## config.mk

```make
export PLATFORM = sky130hd
export DESIGN_NAME = run_sequencer_flat
export DESIGN_NICKNAME = d
export VERILOG_FILES = /design/src/rtl/run_sequencer_if.sv /design/src/rtl/run_sequencer.sv /design/src/flat_wrapper.sv
export SDC_FILE = /design/constraint.sdc
export NUM_CORES = 1
export LEC_CHECK = 0
export ABC_AREA = 0
export BUFFER_PORTS_ARGS = -buffer_cell sky130_fd_sc_hd__buf_4
export CAP_MARGIN = 10
export CORE_AREA = 4 4 45 67
export DETAILED_ROUTE_END_ITERATION = 7
export DIE_AREA = 0 0 49 71
export GPL_TIMING_DRIVEN = 0
export PLACE_DENSITY = 0.72
export SLEW_MARGIN = 5
export SYNTH_ARGS = -nofsm -noshare
export SYNTH_HDL_FRONTEND = slang
export SYNTH_SLANG_ARGS = --single-unit
```

## constraint.sdc

```tcl
create_clock -name clk -period 1.6 [get_ports clk]
set_input_delay 0.32 -clock clk [delete_from_list [all_inputs] [get_ports clk]]
set_output_delay 0.32 -clock clk [all_outputs]
set_load 0.02 [all_outputs]
```

## src/rtl/run_sequencer_if.sv

```systemverilog
// Handshake bundle between the run sequencer and its controller.
// The controller side (master) drives start/done; the sequencer (slave)
// returns the run status and the cycle counter.
interface run_sequencer_if #(
    parameter int CNT_W = 16
);
    logic             start;
    logic             done;
    logic             run_en;
    logic             pc_clear;
    logic             ack;
    logic             timeout;
    logic [CNT_W-1:0] cycle_count;

    modport master (
        output start, done,
        input  run_en, pc_clear, ack, timeout, cycle_count
    );

    modport slave (
        input  start, done,
        output run_en, pc_clear, ack, timeout, cycle_count
    );
endinterface

```

## src/rtl/run_sequencer.sv

```systemverilog
// Run sequencer: arms a program run on start, gates execution while running,
// and acknowledges completion on done or on the optional watchdog limit.
// Optional feature: define RUN_SEQ_WATCHDOG_EN to enable the MAX_CYCLES
// watchdog and the timeout flag; without it a run ends only on done and the
// cycle counter saturates at its all-ones value.
module run_sequencer #(
    parameter int MAX_CYCLES = 4096,
    parameter int CNT_W      = 16
) (
    input  logic           clk,
    input  logic           reset,
    run_sequencer_if.slave bus
);

    typedef enum logic [1:0] {
        IDLE  = 2'b00,
        ARMED = 2'b01,
        RUN   = 2'b10,
        ACK   = 2'b11
    } state_t;

    // Reject configurations whose counter cannot hold the watchdog limit.
    if (MAX_CYCLES < 2 || (64'd1 << CNT_W) <= 64'(MAX_CYCLES)) begin : g_bad_cfg
        $error("run_sequencer: need MAX_CYCLES >= 2 and 2**CNT_W > MAX_CYCLES");
    end

`ifdef RUN_SEQ_WATCHDOG_EN
    localparam logic [CNT_W-1:0] CNT_LAST = CNT_W'(MAX_CYCLES - 1);
`endif

    state_t           state_q, state_d;
    logic [CNT_W-1:0] cnt_q, cnt_d;
    logic             timeout_q, timeout_d;

    // Next-state and counter/flag update for the run handshake.
    always_comb begin
        // NOTE: every variable gets a default first so no path can infer a latch.
        state_d   = state_q;
        cnt_d     = cnt_q;
        timeout_d = timeout_q;
        unique case (state_q)
            IDLE: begin
                if (bus.start) begin
                    state_d   = ARMED;
                    cnt_d     = '0;
                    timeout_d = 1'b0;
                end
            end
            ARMED: begin
                cnt_d     = '0;
                timeout_d = 1'b0;
                if (!bus.start) state_d = RUN;
            end
            RUN: begin
`ifdef RUN_SEQ_WATCHDOG_EN
                // The counter tops out at MAX_CYCLES, so it can never wrap.
                cnt_d = cnt_q + CNT_W'(1);
                if (bus.done) begin
                    state_d = ACK;
                end else if (cnt_q == CNT_LAST) begin
                    state_d   = ACK;
                    timeout_d = 1'b1;
                end
`else
                if (cnt_q != '1) cnt_d = cnt_q + CNT_W'(1);
                if (bus.done) state_d = ACK;
`endif
            end
            ACK: begin
                if (bus.start) begin
                    state_d   = ARMED;
                    cnt_d     = '0;
                    timeout_d = 1'b0;
                end
            end
            default: state_d = IDLE;
        endcase
    end

    // State, counter and timeout registers with asynchronous reset.
    always_ff @(posedge clk or posedge reset) begin
        if (reset) begin
            state_q   <= IDLE;
            cnt_q     <= '0;
            timeout_q <= 1'b0;
        end else begin
            // NOTE: non-blocking assignments so all flops update from the same pre-edge values.
            state_q   <= state_d;
            cnt_q     <= cnt_d;
            timeout_q <= timeout_d;
        end
    end

    // Moore outputs: pure decodes of the registered state.
    assign bus.run_en      = (state_q == RUN);
    assign bus.pc_clear    = (state_q == ARMED);
    assign bus.ack         = (state_q == ACK);
    assign bus.timeout     = timeout_q;
    assign bus.cycle_count = cnt_q;

endmodule

```

## src/flat_wrapper.sv

```systemverilog
// flat-port wrapper written by rule: the top's interface ports become plain ports
module run_sequencer_flat 
#(
    parameter int MAX_CYCLES = 4096,
    parameter int CNT_W      = 16
)
  (clk, reset, bus_start, bus_done, bus_run_en, bus_pc_clear, bus_ack, bus_timeout, bus_cycle_count);
  run_sequencer_if #(.CNT_W(CNT_W)) bus_i ();
  input  logic clk;
  input  logic reset;
  input wire logic [$bits(bus_i.start)-1:0] bus_start;
  input wire logic [$bits(bus_i.done)-1:0] bus_done;
  output wire logic [$bits(bus_i.run_en)-1:0] bus_run_en;
  output wire logic [$bits(bus_i.pc_clear)-1:0] bus_pc_clear;
  output wire logic [$bits(bus_i.ack)-1:0] bus_ack;
  output wire logic [$bits(bus_i.timeout)-1:0] bus_timeout;
  output wire logic [$bits(bus_i.cycle_count)-1:0] bus_cycle_count;
  assign bus_i.start = bus_start;
  assign bus_i.done = bus_done;
  assign bus_run_en = bus_i.run_en;
  assign bus_pc_clear = bus_i.pc_clear;
  assign bus_ack = bus_i.ack;
  assign bus_timeout = bus_i.timeout;
  assign bus_cycle_count = bus_i.cycle_count;
  run_sequencer #(.MAX_CYCLES(MAX_CYCLES), .CNT_W(CNT_W)) u_core (.clk(clk), .reset(reset), .bus(bus_i));
endmodule
```

==> run summary <==
The logs give 1 for the number of H-tree levels and 133 for the post-synth net total. The number of nets still failing antenna checks after routing came out at 0. The net count of the finished layout is 187.

The worst setup path is of the reg2reg kind. The number of port buffers is 22. The run gives 187 as the number of fill cells.

The flow ran to the end, but the final reports show violations. Summed over all cells, the static leakage comes to 0.000743 µW. Most common cell after layout, fill and taps aside: sky130_fd_sc_hd__buf_4.

The initial standard-cell utilization of the core came out at 0.472. Setup violations remaining at the end of the flow were counted as 10. The completed layout was analyzed and its total power is 1690 µW. The initialized floorplan defines 22 standard-cell rows. The share of flip-flops with an asynchronous set or reset was 1.00. The tools report the maximum vdd drop as 0.961 mV. The cell area that synthesis handed to floorplanning was 1140 µm². Overall die area: 3480 µm².

The logs give 202 for the count of non-filler cells in the finished layout and 0.853 for the final weighted congestion in routability-driven placement. Path type of the worst min-delay path: in2async. For the pin count of the biggest net entering global routing, the log shows 19. Data on the critical path is required at its endpoint by 1.77 ns.

Dividing the detail-routed via count by the number of cells gives 6.21. For this design the top-level I/O count stands at 24. For this design, the CTS-stage hold fixing added 0 buffers.

The run gives 1480 µm as the routed metal-1 wire length. Clock-pin slew was measured on the worst setup and hold paths at 0.10 ns. The clock drives 18 sinks. The clock passes through at most 2 buffers.

The count of flip-flops with a built-in enable after synthesis is 0. Based on the critical path, the design can be clocked at up to 600 MHz. The ratio of final minimum period to clock period came out at 1.04. The logs give 0.551 for the remaining max-slew budget at the tightest pin and 0.000796 ns for the clock skew. The count of placed standard cells including taps was 171; the power per standard cell area was 953 nW/µm². The number of DRC markers after the initial detailed-route iteration is 76, and the post-synthesis area per instance is 9.14 µm². The routed layout has 1,255 vias. The number of slew-limit violations in the final report is 0, and the detailed-route DRC error count is 0.

For the number of max-capacitance violations reported, the log shows 0. The tools report the synthesized instance count as 125. Flip-flop cell with the highest count after synthesis: sky130_fd_sc_hd__dfrtp_1. The clock period minus final worst setup slack is 1.67 ns, and the via count of the first global-routing pass is 1,258. The run gives 2420 µm² as the core region area. The smallest setup slack after layout was -0.0680 ns. The kind of end point of the critical path is a register. The checks that failed: setup timing. The first global-routing pass estimated 5870 µm of wire.

The number of buffers created by CTS was 3; the insertion delay of the later-clocked pin in the worst-skew pair was 0.30 ns. During synthesis, Yosys emitted a total of 0 warnings. The per-cell routed wire length is 17.5 µm. Wires add up to 3540 µm. Leaving out fill and tap cells, the most frequent cells in the layout are sky130_fd_sc_hd__buf_4 (48), sky130_fd_sc_hd__dfrtp_2 (14), sky130_fd_sc_hd__a31oi_1 (10).

The first detailed-routing pass took 4 iterations. The run gives 0 as the number of antenna violations at the first check in global routing. The tree is rooted in a sky130_fd_sc_hd__clkbuf_4. The number of hold violations in the final report was 0. Setup repair after global routing could not meet its margin everywhere.

The final design utilization is 0.731, and the number of distinct library cells after synthesis is 42. The proportion of layout cells with a drive suffix above 1 was 0.539; the leftover overflow at the end of global routing was 0. The pin slew with the least headroom to its limit came out at 0.674 ns. The synthesis-to-finish area growth was 55.0%; the total track usage was 0.208.

Width of the die: 49 µm. The antenna diode count is 0. The run gives 0.394 as the portion of the post-synthesis area used by sequential elements. In the detailed route, the total length drawn on met3 is 105 µm. TritonCTS built the clock tree. The tools report the routed wire length on met2 as 1910 µm. The startpoint type of the worst setup path is a register. The HPWL after detailed placement is 2140 µm. The height of the chip works out to 71 µm. STA puts the critical path data arrival time at 1.84 ns.

At the placement stage, the worst setup path has a slack of -0.290 ns. In this run the worst path has a maximum fanout of 5. Highest metal layer with signal wires: met4. Counting flops and latches in the post-synthesis netlist gives 18.
==> path summary, 6_finish.rpt <==
kind                                            start                         end  slack (ns)  cells past startpoint
setup / recovery            u_core.bus.cycle_count[0]   u_core.bus.cycle_count[5]       -0.07                      6
hold / removal                                  reset   u_core.bus.cycle_count[4]        0.11                      2
setup reg to reg            u_core.bus.cycle_count[0]   u_core.bus.cycle_count[5]       -0.07                      6
hold reg to reg            u_core.bus.cycle_count[13]  u_core.bus.cycle_count[13]        0.57                      1
max in group asynchronous                       reset  u_core.bus.cycle_count[13]        1.02                      2
min in group clk                             bus_done           u_core.state_q[1]        0.40                      4
==> where the power goes <==
group,switching [µW],internal (µW)
clock,148,139
sequential,35.0,491
combinational,476,399
total,658,1030
==> flip-flops by register name, summed over array words and instances, names as in the netlist <==
signal,cells
u_core.state_q,2
u_core.bus.cycle_count,16
==> logic make-up after synthesis <==
group / count (synthesis) / synth area share
adders and majority gates: 4 / 0.0438
DFF: 18 / 0.394
AOI/OAI and AO/OA: 38 / 0.226
buffers and inverters: 11 / 0.0515
muxes: 4 / 0.0351
and+or+nand+nor: 49 / 0.246
other: 1 / 0.00328
==> Yosys cell counts (all sizes together), types with 5 or more instances <==
cell	count	share of area
dfrtp	18	0.39
a31oi	11	0.060
nand2	9	0.032
o21ai	7	0.034
a21oi	6	0.026
nand2b	6	0.033
nand4	6	0.038
nor2	6	0.020
inv	5	0.016
nand3	5	0.026
nor4	5	0.027
==> metal layers <==
metal | GRT usage | vias to the layer above
met5 | 0 | -
met4 | 0.0659 | 0
met3 | 0.0253 | 7
met2 | 0.376 | 32
met1 | 0.250 | 626
li1 | - | 590
==> stage by stage <==
step / cell area, µm² / setup TNS, ns / hold WS (ns)
CTS: 1670 / -0.403 / 0.136
global placement: 1400 / -2.92 / 0.455
floorplan: 1210 / -1.77 / 0.258
finish: 1770 / -0.434 / 0.111
global route: 1770 / -1.28 / 0.149
detailed placement: 1400 / -3.35 / 0.466
==> final cells by class <==
class / count / area [µm²] / area share
inverters: 6 / 27.5 / 0.0155
well taps: 24 / 30.0 / 0.0170
plain buffers: 4 / 41.3 / 0.0233
clock buffers: 4 / 36.3 / 0.0205
flip-flops and latches: 18 / 468 / 0.264
repair buffers: 50 / 380 / 0.215
multi-input cells: 96 / 787 / 0.445
==> critical path: stages (launching register included) <==
cell                      delay, ns
sky130_fd_sc_hd__dfrtp_2       0.40
sky130_fd_sc_hd__ha_4          0.15
sky130_fd_sc_hd__nand4_1       0.13
sky130_fd_sc_hd__or4_4         0.50
sky130_fd_sc_hd__buf_6         0.17
sky130_fd_sc_hd__a31oi_1       0.13
sky130_fd_sc_hd__a31oi_1       0.06
==> repair_timing <==
action                                  4_1_cts  5_1_grt
endpoints found under the hold margin         0        0
endpoints found under the setup margin       16       17
cloned                                        1        1
buffers inserted                             21        5
resized for setup                            14       14
pin swaps                                     8        9
(Power assumes the default switching activity.)
